[src/rtl/store_merger_pkg.sv]
// Shared types for the store merger: access size, FSM state,
// and the alignment rule for sub-doubleword stores.
package store_pkg;

  typedef enum logic [1:0] {
    SZ_B = 2'd0,
    SZ_H = 2'd1,
    SZ_W = 2'd2,
    SZ_D = 2'd3
  } size_t;

  typedef enum logic [1:0] {
    S_IDLE  = 2'd0,
    S_READ  = 2'd1,
    S_WRITE = 2'd2,
    S_DONE  = 2'd3
  } state_t;

  // Byte stores are always aligned; wider ones need zero low bits.
  function automatic logic misaligned(
    input size_t      sz,
    input logic [2:0] a
  );
    logic m;
    m = 1'b0;
    unique case (1'b1)
      sz == SZ_H: m = a[0];
      sz == SZ_W: m = |a[1:0];
      sz == SZ_D: m = |a[2:0];
      default:    m = 1'b0;
    endcase
    return m;
  endfunction

endpackage

[src/rtl/store_merger_if.sv]
// Request and memory-port bundle of the store merger.
// master = control/memory side, slave = store_merger.
interface store_merger_if #(
  parameter int DATA_W = 64
);

  logic              start;
  logic [1:0]        size;
  logic [DATA_W-1:0] addr;
  logic [DATA_W-1:0] wdata;
  logic              busy;
  logic              done;
  logic              err;
  logic [DATA_W-1:0] mem_addr;
  logic              mem_re;
  logic [DATA_W-1:0] mem_rdata;
  logic              mem_we;
  logic [DATA_W-1:0] mem_wdata;

  modport master (
    output start, size, addr, wdata,
    output mem_rdata,
    input  busy, done, err,
    input  mem_addr, mem_re,
    input  mem_we, mem_wdata
  );

  modport slave (
    input  start, size, addr, wdata,
    input  mem_rdata,
    output busy, done, err,
    output mem_addr, mem_re,
    output mem_we, mem_wdata
  );

endinterface

[src/rtl/store_merger_lane_merge.sv]
// Replaces the low lanes of a memory word with store data,
// keeping the upper lanes of the previously read word.
module store_lane_merge
  import store_pkg::*;
(
  input  logic [63:0] rbuf,
  input  logic [63:0] wdata,
  input  size_t       size,
  output logic [63:0] merged
);

  always_comb begin
    merged = wdata;
    unique case (1'b1)
      size == SZ_B: merged = {rbuf[63:8],  wdata[7:0]};
      size == SZ_H: merged = {rbuf[63:16], wdata[15:0]};
      size == SZ_W: merged = {rbuf[63:32], wdata[31:0]};
      default:      merged = wdata;
    endcase
  end

endmodule

[src/rtl/store_merger.sv]
// Store path: byte/half/word stores read-modify-write the
// addressed 64-bit word, doubleword stores write directly.
module store_merger
  import store_pkg::*;
#(
  parameter int DATA_W = 64,
  parameter int RD_LAT = 1
) (
  input  logic           clk,
  input  logic           rst_n,
  store_merger_if.slave  bus
);

  localparam int CW = $clog2(RD_LAT + 1);
  localparam logic [CW-1:0] LAT = CW'(RD_LAT);

  state_t            state_q, state_d;
  size_t             size_q, size_d;
  logic [DATA_W-1:0] addr_q, addr_d;
  logic [DATA_W-1:0] wdata_q, wdata_d;
  logic [DATA_W-1:0] rbuf_q, rbuf_d;
  logic [CW-1:0]     cnt_q, cnt_d;

  logic              busy_q, busy_d;
  logic              done_q, done_d;
  logic              err_q, err_d;
  logic              mem_re_q, mem_re_d;
  logic              mem_we_q, mem_we_d;
  logic [DATA_W-1:0] mem_addr_q, mem_addr_d;
  logic [DATA_W-1:0] mem_wdata_q, mem_wdata_d;
  logic [DATA_W-1:0] merged;

  // Merge on next-state values so an sd from IDLE
  // sees the request data in the same edge.
  store_lane_merge u_merge (
    .rbuf   (rbuf_d),
    .wdata  (wdata_d),
    .size   (size_d),
    .merged (merged)
  );

  always_comb begin
    state_d = state_q;
    size_d  = size_q;
    addr_d  = addr_q;
    wdata_d = wdata_q;
    rbuf_d  = rbuf_q;
    cnt_d   = cnt_q;
    unique case (state_q)
      S_IDLE: begin
        if (bus.start) begin
          size_d  = size_t'(bus.size);
          addr_d  = bus.addr;
          wdata_d = bus.wdata;
          cnt_d   = '0;
          if (misaligned(size_d, bus.addr[2:0]))
            state_d = S_DONE;
          else if (size_d == SZ_D)
            state_d = S_WRITE;
          else
            state_d = S_READ;
        end
      end
      S_READ: begin
        cnt_d = cnt_q + CW'(1);
        if (cnt_q == LAT) begin
          rbuf_d  = bus.mem_rdata;
          cnt_d   = '0;
          state_d = S_WRITE;
        end
      end
      S_WRITE: state_d = S_DONE;
      S_DONE:  state_d = S_IDLE;
      default: state_d = S_IDLE;
    endcase
  end

  // Outputs are registered from the next state.
  always_comb begin
    busy_d      = state_d != S_IDLE;
    done_d      = state_d == S_DONE;
    mem_re_d    = state_d == S_READ;
    mem_we_d    = state_d == S_WRITE;
    err_d       = done_d &&
                  misaligned(size_d, addr_d[2:0]);
    mem_addr_d  = busy_d ? addr_d : '0;
    mem_wdata_d = mem_we_d ? merged : '0;
  end

  always_ff @(posedge clk or negedge rst_n) begin
    if (!rst_n) begin
      state_q     <= S_IDLE;
      size_q      <= SZ_B;
      addr_q      <= '0;
      wdata_q     <= '0;
      rbuf_q      <= '0;
      cnt_q       <= '0;
      busy_q      <= 1'b0;
      done_q      <= 1'b0;
      err_q       <= 1'b0;
      mem_re_q    <= 1'b0;
      mem_we_q    <= 1'b0;
      mem_addr_q  <= '0;
      mem_wdata_q <= '0;
    end else begin
      state_q     <= state_d;
      size_q      <= size_d;
      addr_q      <= addr_d;
      wdata_q     <= wdata_d;
      rbuf_q      <= rbuf_d;
      cnt_q       <= cnt_d;
      busy_q      <= busy_d;
      done_q      <= done_d;
      err_q       <= err_d;
      mem_re_q    <= mem_re_d;
      mem_we_q    <= mem_we_d;
      mem_addr_q  <= mem_addr_d;
      mem_wdata_q <= mem_wdata_d;
    end
  end

  assign bus.busy      = busy_q;
  assign bus.done      = done_q;
  assign bus.err       = err_q;
  assign bus.mem_re    = mem_re_q;
  assign bus.mem_we    = mem_we_q;
  assign bus.mem_addr  = mem_addr_q;
  assign bus.mem_wdata = mem_wdata_q;

endmodule

[src/flat_wrapper.sv]
// flat-port wrapper written by rule: the top's interface ports become plain ports
module store_merger_flat import store_pkg::*;
#(
  parameter int DATA_W = 64,
  parameter int RD_LAT = 1
)
  (clk, rst_n, bus_start, bus_size, bus_addr, bus_wdata, bus_mem_rdata, bus_busy, bus_done, bus_err, bus_mem_addr, bus_mem_re, bus_mem_we, bus_mem_wdata);
  store_merger_if #(.DATA_W(DATA_W)) bus_i ();
  input  logic clk;
  input  logic rst_n;
  input wire logic [$bits(bus_i.start)-1:0] bus_start;
  input wire logic [$bits(bus_i.size)-1:0] bus_size;
  input wire logic [$bits(bus_i.addr)-1:0] bus_addr;
  input wire logic [$bits(bus_i.wdata)-1:0] bus_wdata;
  input wire logic [$bits(bus_i.mem_rdata)-1:0] bus_mem_rdata;
  output wire logic [$bits(bus_i.busy)-1:0] bus_busy;
  output wire logic [$bits(bus_i.done)-1:0] bus_done;
  output wire logic [$bits(bus_i.err)-1:0] bus_err;
  output wire logic [$bits(bus_i.mem_addr)-1:0] bus_mem_addr;
  output wire logic [$bits(bus_i.mem_re)-1:0] bus_mem_re;
  output wire logic [$bits(bus_i.mem_we)-1:0] bus_mem_we;
  output wire logic [$bits(bus_i.mem_wdata)-1:0] bus_mem_wdata;
  assign bus_i.start = bus_start;
  assign bus_i.size = bus_size;
  assign bus_i.addr = bus_addr;
  assign bus_i.wdata = bus_wdata;
  assign bus_i.mem_rdata = bus_mem_rdata;
  assign bus_busy = bus_i.busy;
  assign bus_done = bus_i.done;
  assign bus_err = bus_i.err;
  assign bus_mem_addr = bus_i.mem_addr;
  assign bus_mem_re = bus_i.mem_re;
  assign bus_mem_we = bus_i.mem_we;
  assign bus_mem_wdata = bus_i.mem_wdata;
  store_merger #(.DATA_W(DATA_W), .RD_LAT(RD_LAT)) u_core (.clk(clk), .rst_n(rst_n), .bus(bus_i));
endmodule
[config.mk]
export PLATFORM = sky130hd
export DESIGN_NAME = store_merger_flat
export DESIGN_NICKNAME = d
export VERILOG_FILES = /design/src/rtl/store_merger_pkg.sv /design/src/rtl/store_merger_if.sv /design/src/rtl/store_merger_lane_merge.sv /design/src/rtl/store_merger.sv /design/src/flat_wrapper.sv
export SDC_FILE = /design/constraint.sdc
export NUM_CORES = 1
export LEC_CHECK = 0
export CAP_MARGIN = 20
export CORE_MARGIN = 3
export CORE_UTILIZATION = 40
export DETAILED_ROUTE_END_ITERATION = 8
export DONT_BUFFER_PORTS = 1
export GPL_TIMING_DRIVEN = 1
export PLACE_DENSITY = 0.58
export SETUP_SLACK_MARGIN = 0.4
export SYNTH_ARGS = -nofsm -noshare
export SYNTH_HDL_FRONTEND = slang
export SYNTH_SLANG_ARGS = --single-unit
[constraint.sdc]
create_clock -name clk -period 2.05 [get_ports clk]
set_input_delay 0.41 -clock clk [delete_from_list [all_inputs] [get_ports clk]]
set_output_delay 0.41 -clock clk [all_outputs]
set_load 0.01 [all_outputs]
==> results of run 1 <==
[layout by cell type (no fill, tap or decap), types with 6 or more instances in the layout]
cell type,count
mux2_2,130
nor2_1,53
nor2b_4,22
buf_4,8
o21ai_0,6
nor2b_1,48
buf_12,17
clkbuf_16,50
mux2_4,54
dfrtp_1,321
clkbuf_8,10
a21oi_1,7
nand2b_1,9
nand2_1,11
buf_6,14
mux2i_1,47
buf_16,13
[stage by stage]
stage          cell area (um2)  utilization (%)  total power, W
2_1_floorplan            12000                -          0.0159
3_3_place_gp             12500             43.0          0.0174
3_5_place_dp             12500             43.0          0.0178
4_1_cts                  14200             49.1          0.0257
5_1_grt                  15100             52.2          0.0292
6_report                 15100             52.2          0.0277
[routing by layer]
metal  vias to the layer above  global-route usage, %  wire length [um]
li1                       2759                      -                 -
met1                      3238                   20.9             11800
met2                       262                   28.6             15100
met3                        49                   8.07              3260
met4                         8                   4.19               541
met5                         -                      0                61
[sequential cells by signal (all words and copies together), names as in the netlist, 2 cells and up]
| register | count |
|---|---|
| u_core.addr_q | 64 |
| u_core.bus.mem_wdata | 64 |
| u_core.size_q | 2 |
| u_core.rbuf_q | 56 |
| u_core.bus.mem_addr | 64 |
| u_core.state_q | 2 |
| u_core.wdata_q | 64 |
[worst max-delay path, stage by stage, from the launching register on]
cell	delay (ns)
dfrtp_2	0.43
nor3b_4	0.25
buf_6	0.14
buf_16	0.11
buf_6	0.09
o41a_1	0.19
nor4_4	0.05
buf_6	0.18
buf_6	0.15
clkbuf_16	0.16
nor2b_1	0.12
[timing repair]
item,4_1_cts,5_1_grt
cloned,12,16
endpoints found under the setup margin,214,288
endpoints found under the hold margin,322,322
resized for setup,35,121
setup buffers,13,9
pin swaps,1,9
[cells by family (layout without fill, tap and decap cells)]
logic type | Yosys count | count (layout)
flops | 322 | 322
mux | 236 | 236
simple gates | 151 | 151
buf+inv | 49 | 135
compound gates | 24 | 24
other cells | 0 | 2
[power by group through the flow]
stage          registers (W)  logic [W]  clock network (W)
2_1_floorplan         0.0103    0.00558                  0
3_3_place_gp          0.0107    0.00666                  0
3_5_place_dp          0.0108    0.00698                  0
4_1_cts               0.0108    0.00824            0.00667
5_1_grt               0.0110     0.0111            0.00697
6_report              0.0108     0.0104            0.00652
[worst paths after layout]
check | start | end
setup / recovery | u_core.state_q[1] | u_core.bus.mem_addr[35]
hold / removal | rst_n | u_core.bus.mem_addr[49]
setup reg to reg | u_core.state_q[1] | u_core.bus.mem_addr[35]
hold reg to reg | u_core.wdata_q[2] | u_core.wdata_q[2]
max in group asynchronous | rst_n | u_core.state_q[1]
min in group clk | bus_size[0] | u_core.size_q[0]
[cell type report]
type | count | area [um2]
well taps | 384 | 480
diodes | 2 | 5.00
inverters | 7 | 31.3
repair buffers | 68 | 1300
multi-input cells | 411 | 4050
flip-flops and latches | 322 | 8060
fillers | 2379 | 13900
clock buffers | 48 | 1070
clock inverters | 12 | 148
==> reports/metrics.yaml, run 1 <==
grt:
  first_global_vias: 6919
  grt_max_degree: 323
  overflow: 0
  antenna_found_initial: 6
  grt_pass1_wl_um: 42100
  grt_usage_pct: 17.4
worst_setup_path:
  end_kind: "flip-flop"
  r2r_slack_ns: 0.08
  worst_ep_arrival_time_ns: 2.39
  cp_max_fo: 8
  worst_setup_path_start_kind: "flip-flop"
  worstPathRequired_ns: 2.47
  path_class: "flip-flop to flip-flop"
  reg2reg_depth: 10
power_and_ir_drop:
  intPower_w: 0.0192
  cellPowerDensity_nw_per_um2: 1830
  p_switching_w: 0.00854
  seqPwrFrac_pct: 38.9
  peakVddDrop_mv: 0.882
  switching_share_pct: 30.8
  power.leakage_nw: 6.83
  pwr-share-clk_pct: 23.5
  combPwrFrac_pct: 37.6
cells_and_area:
  layout-drive-gt1-share_pct: 40.9
  area_growth_pct: 27.3
  layoutNonFillerInstCount: 1254
  finish.net_count: 1041
routing:
  viasPerCell: 5.04
  drtAntennaViolNets: 0
  num_vias: 6316
  drt_first_iter_violations: 302
  first_pass_iters: 4
  drc: 0
  wl_um: 30700
  drt-wirelength-per-cell_um: 24.5
timing:
  skew_ns: 0.0139
  rsz0062_at_grt: "yes"
  slew_viol_final: 0
  slew-limit-headroom_pct: 20.1
  fmax_mhz: 509
  tns_ns: 0
  hold_ws_ns: -0.386
  finalHoldViolations: 322
  setup_violations: 0
  setup_slack_ns: 0.0839
  finalCritPeriodShare_pct: 95.9
  period_needed_ns: 1.97
  worstMarginPinSlew_ns: 1.20
floorplanning:
  start_util_pct: 41.0
  boundaryPins: 330
  die_h_um: 178
  placementRows: 62
  dieArea_um2: 31800
  die_w_um: 178
  coreArea_um2: 29000
yosys:
  yosysWarnings: 0
  synth-seq-cells: 322
  synthAdderAreaFrac_pct: 0
  ys_types: 29
  yosysMostFrequentCell: "dfrtp_1"
  synth_ff_type: "dfrtp_1"
  synth.area.top_cells: "dfrtp_1, mux2_2, mux2i_1"
  yosysSeqAreaShare_pct: 67.7
  async_reset_ff_share_pct: 100
  yosys-mux-area-fraction_pct: 21.9
  synth_xor_area_share_pct: 0
  synth_area_um2: 11900
  synthSimpleGateAreaFrac_pct: 6.81
  synth_compound_area_share_pct: 1.28
  syn_nets: 979
  synth_top_area_share_pct: 67.7
  synth_top_family_by_area: "multiplexers"
  synth_edf_count: 0
  synth_common_cells: "dfrtp_1, mux2_2, nor2b_1"
  yosysTopAreaCell: "dfrtp_1"
  synth_cells: 782
  synth_area_per_cell_um2: 15.2
min_path:
  hold_class: "primary input to asynchronous set/reset pin"
cts:
  clk_latency_ns: 0.50
  tritoncts: "yes"
  cts_buffers: 34
  tritoncts_num_sinks: 322
  cts_buffer_depth: 3
  h-tree-depth: 2
  clk_pin_slew_worst_paths_ns: 0.07
  root_buffer: "clkbuf_16"
job:
  cap_violations: 0
place:
  dp.cells: 1142
  place_congestion: 0.780
  place_ws_ns: 0.112
  io_buffers: 0
  hpwl_um: 17200
status:
  status: "complete, but fails checks"
  violations: "negative hold slack"
No activity file was read; power rests on OpenSTA's default activity.
==> inputs of run 2 (changes only) <==
- SETUP_SLACK_MARGIN: 0.4 -> default
- SKIP_CTS_REPAIR_TIMING: default -> 1
==> reports/metrics.yaml, run 2 (synthesis results as in run 1) <==
timing:
  setup_violations: 0  # unchanged
  finalCritPeriodShare_pct: 94.2  # -1.7 points
  tns_ns: 0  # unchanged
  fmax_mhz: 518  # +1.8%
  worstMarginPinSlew_ns: 0.406  # -0.792 ns
  period_needed_ns: 1.93  # -0.0346 ns
  hold_ws_ns: -0.375  # +0.0102 ns
  slew_viol_final: 0  # unchanged
  finalHoldViolations: 322  # unchanged
  slew-limit-headroom_pct: 72.8  # +53 points
  rsz0062_at_grt: "no"
  skew_ns: 0.00934  # -0.00453 ns
  setup_slack_ns: 0.118  # +0.0346 ns
grt:
  first_global_vias: 6604  # -4.6%
  overflow: 0  # unchanged
  grt_pass1_wl_um: 37700  # -10%
  grt_max_degree: 323  # unchanged
  grt_usage_pct: 15.3  # -2.1 points
  antenna_found_initial: 9  # +3
cts:
  cts_buffer_depth: 3  # unchanged
  clk_latency_ns: 0.49  # about the same
  tritoncts: "yes"
  h-tree-depth: 2  # unchanged
  cts_buffers: 35  # +2.9%
  clk_pin_slew_worst_paths_ns: 0.06  # about the same
  tritoncts_num_sinks: 322  # unchanged
  root_buffer: "clkbuf_16"
cells_and_area:
  layout-drive-gt1-share_pct: 32.3  # -8.6 points
  layout_commonest_cell: "dfrtp_1"
  post-route-util_pct: 46.7  # -5.5 points
  finish.net_count: 990  # -4.9%
  area_growth_pct: 13.9
  final_cell_mix: "dfrtp_1, mux2_2, nor2b_1"
  fin_area_um2: 13500  # -11%
floorplanning:
  dieArea_um2: 31800  # unchanged
  start_util_pct: 41.0  # unchanged
  coreArea_um2: 29000  # unchanged
  placementRows: 62  # unchanged
  die_w_um: 178  # unchanged
  boundaryPins: 330  # unchanged
  die_h_um: 178  # unchanged
worst_setup_path:
  path_class: "flip-flop to flip-flop"
  crit_end: "u_core.bus.mem_wdata[48]"
  worstPathRequired_ns: 2.41  # -0.06 ns
  timing.rr.start: "u_core.state_q[0]"
  timing.rr.end: "u_core.bus.mem_wdata[48]"
  worst_ep_arrival_time_ns: 2.29  # -0.10 ns
  worst_setup_path_start_kind: "flip-flop"
  r2r_slack_ns: 0.12  # +0.03 ns
  end_kind: "flip-flop"
  reg2reg_depth: 6  # -4
  setup.worst_path.start: "u_core.state_q[0]"
  cp_max_fo: 58  # +50
power_and_ir_drop:
  pwr-share-clk_pct: 25.5  # +2.0 points
  p_total_w: 0.0234  # -15%
  power.leakage_nw: 5.97  # -13%
  cellPowerDensity_nw_per_um2: 1730  # -5.4%
  switching_share_pct: 30.1  # -0.68 points
  intPower_w: 0.0164  # -15%
  seqPwrFrac_pct: 45.7  # +6.8 points
  p_switching_w: 0.00707  # -17%
  combPwrFrac_pct: 28.8  # -8.8 points
  peakVddDrop_mv: 0.740  # -16%
routing:
  drt-wirelength-per-cell_um: 21.1  # -14%
  first_pass_iters: 4  # unchanged
  viasPerCell: 5.03  # about the same
  dr_wl_met3_um: 2840  # -13%
  wl_met1_um: 9720  # -18%
  highest_layer: "met5"
  drtAntennaViolNets: 0  # unchanged
  drt_first_iter_violations: 225  # -25%
  wl_um: 25400  # -17%
  wl_met2_um: 12100  # -19%
  num_vias: 6041  # -4.4%
  drc: 0  # unchanged
job:
  cap_violations: 0  # unchanged
place:
  place_ws_ns: 0.0156  # -0.0959 ns
  io_buffers: 0  # unchanged
  place_area_um2: 12400  # -0.55%
  place_congestion: 0.765  # -2.0%
  hpwl_um: 16800  # -2.3%
status:
  violations: "negative hold slack"
  status: "complete, but fails checks"
min_path:
  hold_class: "primary input to asynchronous set/reset pin"
run 2: changes by cell type in the layout (fill, tap and decap cells not counted), sizes merged:
cell | before | now
clkinv | 8 | 6
diode | 2 | 4
clkbuf | 61 | 47
bufinv | 3 | 1
buf | 54 | 16
inv | 6 | 7
bufbuf | 1 | 0
run 2: worst min path at each step:
stage	to	slack, ns
2_1_floorplan	u_core.addr_q[0]	0.11
3_3_place_gp	u_core.bus.mem_addr[16]	0.12
3_5_place_dp	u_core.bus.mem_addr[10]	0.12
4_1_cts	u_core.addr_q[2]	-0.41
5_1_grt	u_core.bus.mem_addr[10]	-0.41
6_report	u_core.bus.mem_addr[10]	-0.38
run 2: stage by stage:
step | instances | hold WS [ns]
2_1_floorplan | 782 | 0.114
3_3_place_gp | 1139 | 0.122
3_5_place_dp | 1139 | 0.123
4_1_cts | 1195 | -0.414
5_1_grt | 1196 | -0.414
6_report | 1200 | -0.375
run 2: metal layers:
layer / vias up / track usage [%]
li1: 2647 / -
met1: 3070 / 17.6
met2: 251 / 25.1
met3: 57 / 7.68
met4: 16 / 4.25
met5: - / 0
run 2: cell type report:
class,count,area [um2]
fillers,2539,15500
flip-flops and latches,322,8060
multi-input cells,411,3610
clock buffers,47,1030
well taps,384,480
repair buffers,16,249
clock inverters,9,78.8
inverters,7,26.3
diodes,4,10.0
run 2: power by group through the flow:
stage	combinational (W)	clock, W	sequential (W)
CTS	0.00686	0.00619	0.0108
detailed placement	0.00685	0	0.0109
global placement	0.00649	0	0.0108
floorplan	0.00543	0	0.0103
global route	0.00744	0.00645	0.0110
finish	0.00675	0.00599	0.0107
run 2: critical path, cell delays in order (launching register included):
cell     delay, ns
dfrtp_1       0.45
nor3b_4       0.27
buf_4         0.17
buf_12        0.29
mux2_2        0.40
mux2i_1       0.14
nor2_1        0.06
